`config.mk`:
```
export PLATFORM = sky130hd
export DESIGN_NAME = layer_three_dense
export DESIGN_NICKNAME = d
export VERILOG_FILES = /design/src/rtl/layer_three_dense.sv
export SDC_FILE = /design/constraint.sdc
export NUM_CORES = 1
export LEC_CHECK = 0
export ABC_AREA = 1
export ABC_CLOCK_PERIOD_IN_PS = 10900
export BUFFER_PORTS_ARGS = -buffer_cell sky130_fd_sc_hd__buf_2
export CORE_MARGIN = 8
export CORE_UTILIZATION = 52
export DETAILED_ROUTE_END_ITERATION = 10
export GPL_ROUTABILITY_DRIVEN = 0
export PLACE_DENSITY = 0.88
export SETUP_SLACK_MARGIN = 0.2
export SLEW_MARGIN = 20
export SYNTH_ARGS = -nofsm -noshare
export SYNTH_HDL_FRONTEND = slang
export SYNTH_SLANG_ARGS = --single-unit
```
`constraint.sdc`:
```
create_clock -name clk -period 10.9 [get_ports clk]
set_clock_uncertainty 0.05 [all_clocks]
set_input_delay 1.635 -clock clk [delete_from_list [all_inputs] [get_ports clk]]
set_output_delay 1.635 -clock clk [all_outputs]
set_load 0.03 [all_outputs]
```
`src/rtl/layer_three_dense.sv`:
```
// Final dense classifier: streams 10 class weight vectors in 14-bit words,
// scores each class by XNOR-popcount against the feature map and reports the argmax.
module layer_three_dense #(
    parameter int         N_IN      = 196,
    parameter int         N_CLASS   = 10,
    parameter int         CHUNK     = 14,
    parameter logic [2:0] S_LAYER_3 = 3'b100
) (
    input  logic             clk,
    input  logic             rst,
    input  logic [2:0]       state,
    input  logic [N_IN-1:0]  features,
    output logic             wt_req,
    output logic [7:0]       wt_addr,
    input  logic             wt_valid,
    input  logic [CHUNK-1:0] wt_data,
    output logic [3:0]       digit,
    output logic [7:0]       score,
    output logic             done
);

    localparam int         N_CHUNK    = N_IN / CHUNK;
    localparam logic [3:0] LAST_CHUNK = 4'(N_CHUNK - 1);
    localparam logic [3:0] LAST_CLASS = 4'(N_CLASS - 1);

    typedef enum logic [1:0] {IDLE, RUN, DONE} st_t;

    st_t st_q, st_d;

    logic [3:0]       cls_q, chunk_q, best_class_q, digit_q;
    logic [7:0]       acc_q, addr_q, best_score_q, score_q;
    logic [CHUNK-1:0] xn;
    logic [3:0]       pc;
    logic [7:0]       class_sum;
    logic             enabled, xfer, last_chunk, last_class, take;
    logic [7:0]       new_best_score;
    logic [3:0]       new_best_class;

    assign enabled    = (state == S_LAYER_3);
    assign xfer       = (st_q == RUN) && enabled && wt_valid;
    assign last_chunk = (chunk_q == LAST_CHUNK);
    assign last_class = (cls_q == LAST_CLASS);

    always_comb begin
        xn = ~(features[int'(chunk_q)*CHUNK +: CHUNK] ^ wt_data);
        pc = '0;
        for (int unsigned j = 0; j < CHUNK; j++) begin
            pc = pc + {3'b000, xn[j]};
        end
        class_sum = acc_q + 8'(pc);
        // Strict greater-than keeps the lower class index on ties
        take           = (cls_q == '0) || (class_sum > best_score_q);
        new_best_score = take ? class_sum : best_score_q;
        new_best_class = take ? cls_q : best_class_q;
    end

    always_ff @(posedge clk) begin
        if (rst) st_q <= IDLE;
        else     st_q <= st_d;
    end

    always_comb begin
        st_d = st_q;
        case (st_q)
            IDLE: if (enabled) st_d = RUN;
            RUN: begin
                if (!enabled)                              st_d = IDLE;
                else if (xfer && last_chunk && last_class) st_d = DONE;
            end
            DONE:    st_d = DONE;
            default: st_d = IDLE;
        endcase
    end

    always_comb begin
        wt_req  = (st_q == RUN);
        done    = (st_q == DONE);
        wt_addr = (st_q == RUN) ? addr_q : '0;
        digit   = digit_q;
        score   = score_q;
    end

    always_ff @(posedge clk) begin
        if (rst) begin
            cls_q        <= '0;
            chunk_q      <= '0;
            acc_q        <= '0;
            addr_q       <= '0;
            best_class_q <= '0;
            best_score_q <= '0;
            digit_q      <= '0;
            score_q      <= '0;
        end else begin
            if (st_q == IDLE && enabled) begin
                cls_q   <= '0;
                chunk_q <= '0;
                acc_q   <= '0;
                addr_q  <= '0;
            end
            if (xfer) begin
                addr_q <= addr_q + 8'd1;
                if (!last_chunk) begin
                    acc_q   <= class_sum;
                    chunk_q <= chunk_q + 4'd1;
                end else begin
                    acc_q        <= '0;
                    chunk_q      <= '0;
                    cls_q        <= cls_q + 4'd1;
                    best_score_q <= new_best_score;
                    best_class_q <= new_best_class;
                    if (last_class) begin
                        digit_q <= new_best_class;
                        score_q <= new_best_score;
                    end
                end
            end
        end
    end

endmodule

```
[Word level (Yosys, flattened, before mapping)]
Index checks and enable logic that the tools add are counted.
Word-level totals
  bits in registers: 50
  bits of input ports: 216
  output and inout port bits: 22
Cells by class
  $add $sub $neg: 17
  multiply operators: 1
  order comparisons: 1
  equal/unequal tests: 7
  shifts and indexed selects: 1
  muxes and demuxes: 17
  bitwise logic cells: 2
  reductions and logical operators: 12
Operators with widths (number)
  $shiftx 196x9->14: 1
  $mux 8: 6
  $add 4x1->4: 10
  $mux 4: 7
  $not 14->14: 1
  $xor 14x14->14: 1
  $add 4x1->4 const B: 2
  $add 8x1->8 const B: 1
  $add 8x4->8: 1
  $eq 4x4->1 const B: 2
  $gt 8x8->1: 1
  $mul 4x3->7 const B: 1
  $mux 2: 3
  $pmux 2 s3: 1
  $logic_and 1x1->1: 5
  $add 3x1->4: 1
  $logic_not 4->1: 1
  $reduce_and 2->1: 2
  $add 2x1->3: 1
  $eq 3x3->1 const B: 1
  $ne 3x2->1 const B: 1
  $reduce_and 3->1: 1
  $add 1x1->2: 1
  $eq 2x1->1 const B: 1
  other kinds (5): 5

[Depth between registers and ports, before layout]
  word-level depth: 21
  depth in mapped cells: 39
  mapped depth without buffers: 35

[Worst setup path after synthesis]
Ideal clock, no wire load.
  kind: input -> register
  from: input features[144]
  to: register best_score_q[4]
  library setup time: 109 ps
  data arrival time: 6609 ps
  required time: 10741 ps
  setup slack: 4132 ps
  cell stages on the path: 33
  path buffers: 1
  path through: nor2_1 nor2_1 o21ai_0 nand2_1 nand2_1 nand2_1 nand2_1 nand2_1 xnor2_1 fa_1 inv_1 fa_1 fa_1 inv_1 fa_1 fa_1 inv_1 fa_1 o21ai_0 nand2_1 nand3_1 nand2_1 ha_1 nand2_1 nor2_1 nand4_1 nand2_1 nand2_1 buf_2 nand2_1 nand3_1 nand2_1 inv_1
On the way
  word-level cells in the longest chain between the ends: 20
RTL lines
  start: declaration: RTL line 12  | input logic [N_IN-1:0] features,
  $shiftx 196x9->14 *: RTL line 45  | xn = ~(features[int'(chunk_q)*CHUNK +: CHUNK] ^ wt_data);
  $xor 14x14->14 *: RTL line 45
  $not 14->14 *: RTL line 45
  $add 1x1->2: RTL line 48  | pc = pc + {3'b000, xn[j]};
  $add 2x1->3: RTL line 48
  $add 3x1->4: RTL line 48
  $add 4x1->4 (8 in series): RTL line 48
  $add 4x1->4 * (2 in series): RTL line 48
  $add 8x4->8 *: RTL line 50  | class_sum = acc_q + 8'(pc);
  $gt 8x8->1: RTL line 52  | take = (cls_q == '0) || (class_sum > best_score_q);
  $logic_or 1x1->1: RTL line 52
  $mux 8 *: RTL line 53  | new_best_score = take ? class_sum : best_score_q;
  end signal: assignment: RTL line 109  | best_score_q <= new_best_score;
  end: declaration: RTL line 31  | logic [7:0] acc_q, addr_q, best_score_q, score_q;
Mark *: on every way between the ends. The rest lies on a longest branch, timed or not.
A chain may end at the register's enable or synchronous reset.

[Worst setup path after layout]
  from: register chunk_q[2]
  to: register best_score_q[4]
On the way
  word-level cells in the longest chain between the ends: 21
  elaborated cells on any way between the ends: 23
RTL lines
  start: declaration: RTL line 30  | logic [3:0] cls_q, chunk_q, best_class_q, digit_q;
  start signal: assignment: RTL line 104  | chunk_q <= chunk_q + 4'd1;
  $mul 4x3->7: RTL line 45
  $shiftx 196x9->14: RTL line 45
  $xor 14x14->14: RTL line 45
  $not 14->14: RTL line 45
  $add 1x1->2: RTL line 48
  $add 2x1->3: RTL line 48
  $add 3x1->4: RTL line 48
  $add 4x1->4 (10 in series): RTL line 48
  $add 8x4->8: RTL line 50
  $gt 8x8->1: RTL line 52
  $logic_or 1x1->1: RTL line 52
  $mux 8: RTL line 53
Parallel ways exist; a longest one is shown, timed or not.

==> run metrics <==
Area Growth Syn to Fin 24.23%; mapped cell area between 5000 and 6000 um2; Static Leak approximately 3.3 nW; final setup fails 0; crit end category flop; Placed Area between 6000 and 7000 um2; area of the core 9639 um2; CTS Hold Bufs 0; Tcrit/Tclk final a little under three quarters; Chip Height 115.0 um; worst vdd ir 0.0001767 V; drt first pass iters 6; # DRC 0; Slew Limit Fails 0; ys flop type dfxtp_1; vias in the first global route 5876; EDFF count, synth 0; initial antenna violation count 1; WHS Path Cells 2; # H-tree levels 2; worst-path fanout max 26; remaining global-route overflow 0; number of synthesized register bits 50; Critical Path Start Type flop; DR vias/cell roughly 5.3; CTS clk-pin slew, worst paths 0.09 ns; Max-Cap Viols 0; fmax around 130 MHz; Die Width about 120 um; minimum clock period between 7 and 8 ns; CP max-delay cell dfxtp_1; Setup WS pre-CTS 3.030 ns; Clk Latency, worst-skew pair roughly 0.3 ns; largest net degree at the start of global routing a little over 100; relative slew slack a little under a third; DRT iter0 DRCs between 600 and 700; post-CTS resize count 0; initial core utilization 52.88%; crit path DAT between 7 and 8 ns; critical path class flop to flop; wire per inst around 16 um; post-synthesis cell type with the largest combined area dfxtp_1; vias post-DR roughly 6400; setup bufs post-CTS 0; GR Util met1 between 30% and 40%; critical path's largest stage delay about 0.81 ns; GR Util met2 roughly 48%; asr flop ratio synth 0%; GRT Total Usage between 20% and 30%; Synth Net Count 1110; ANT nets after route 0; RSZ-0062 raised after global routing no; R2R depth 31; dpl hpwl between 15 and 20 mm; IO buf count 237; top post-synthesis cells by count 180 x nand2_1, 158 x nor2_1, 99 x o21ai_0; TritonCTS clock tree yes; number of warning messages in the yosys log 0; Hold Slack 0.4243 ns; I/O pins about 240; Avg Inst Size Synth 5.913 um2; Design Area, Final ~6300 um2; site row count 36; top cells by area, synth dfxtp_1 20%, nand2_1 13%, nor2_1 12%; status finished clean; Syn Inst Count around 860; most frequent cell after synthesis nand2_1; # clock sinks 50; CTS Buf Count 5; Most Used Layer, Global Route met2; root buffer cell clkbuf_8; Setup TNS 0 ns; final net count 1308; Hold/Removal Path Class flop to flop; Yosys top cell area share between 10% and 20%; layout cells sized above 1 roughly 25%; full die area about 13000 um2; PwrDens roughly 100 nW/um2; post-synthesis sequential area ratio approximately a fifth; first-pass GRT wire length roughly 29 mm; Final Hold Viols 0; Unique masters post-synth 37; Routed WL between 15 and 20 mm; final worst setup slack ~3.1 ns; Clock Tree Buf Depth 2; WP data required roughly 11 ns; measured slew at the worst slew-check pin 1.031 ns; met3 GRT Util between 4 and 5%; Most Frequent Cell on Critical Path nand2_1
[cells in the final DEF, fill, tap and decap left out, types with 3 or more instances in the layout]
cell type	synthesis	layout
a211oi_1	3	3
a21oi_1	36	36
buf_2	27	237
buf_4	2	5
clkbuf_8	0	6
dfxtp_1	50	48
fa_1	10	10
ha_1	22	22
inv_1	83	83
inv_2	3	3
nand2_1	180	180
nand3_1	69	69
nor2_1	158	158
o2111ai_1	5	5
o211ai_1	17	17
o21a_1	30	30
o21ai_0	99	99
o21ai_1	11	11
o22ai_1	8	8
xnor2_1	6	6
xor2_1	5	5
[logic make-up (layout without fill, tap and decap cells)]
family	count (synthesis)	after routing	share of synthesized area, %
XOR/XNOR	11	11	1.890
AND/OR/NAND/NOR	421	421	34.12
buffers and inverters	138	337	11.34
flip-flops	50	50	19.64
other	0	1	0
adder cells (fa/ha/maj)	32	32	9.327
AO/OA/AOI/OAI	210	210	23.69
[power by group]
part | total, mW | internal, mW | switching, mW
Combinational | 0.336 | 0.127 | 0.210
Sequential | 0.183 | 0.183 | 0.000198
Clock | 0.112 | 0.0514 | 0.0610
Total | 0.632 | 0.361 | 0.271
[registers in the layout, indices dropped and copies added, names as in the netlist, 4 cells and up]
signal / flops
score: 8
best_class_q: 4
best_score_q: 8
cls_q: 4
digit: 4
chunk_q: 4
addr_q: 8
acc_q: 8
[layout make-up]
type	instances	area (um2)
Antenna cell	1	2.502
Clock buffer	7	86.33
Clock inverter	1	5.005
Fill cell	957	3307
Inverter	87	326.6
Multi-Input combinational cell	674	3518
Sequential cell	50	1003
Tap cell	133	166.4
Timing Repair Buffer	242	1224
[routing by layer]
metal,up-vias,share of wire [%]
li1,3208,-
met1,2809,40
met2,307,48
met3,42,9.3
met4,0,2.9
met5,-,0
[worst paths after layout]
check                                               endpoint               startpoint  slack (ns)
worst max-delay path            best_score_q[4]$_SDFFE_PP0P_  chunk_q[2]$_SDFFE_PP0P_        3.10
worst min-delay path                   acc_q[3]$_SDFFE_PP0P_    acc_q[3]$_SDFFE_PP0P_        0.42
worst max register to register  best_score_q[4]$_SDFFE_PP0P_  chunk_q[2]$_SDFFE_PP0P_        3.10
worst min register to register         acc_q[3]$_SDFFE_PP0P_    acc_q[3]$_SDFFE_PP0P_        0.42
[through the flow]
step | utilization [%] | power [mW] | instances
2_1_floorplan | - | 0.4238 | 862
5_1_grt | 65.69 | 0.6896 | 1195
3_3_place_gp | 64.72 | 0.5084 | 1186
4_1_cts | 65.67 | 0.6303 | 1194
3_5_place_dp | 64.72 | 0.5195 | 1186
6_report | 65.69 | 0.6316 | 1195
[worst max-delay path, delay by kind of cell (launching register included)]
| kind | cells | cell delay, ns |
|---|---|---|
| AO/OA/AOI/OAI | 3 | 0.55 |
| adder cells (fa/ha/maj) | 7 | 2.96 |
| buffers and inverters | 5 | 0.63 |
| flip-flops | 1 | 0.81 |
| AND/OR/NAND/NOR | 16 | 2.68 |
Power figures use the tool's default switching activity.
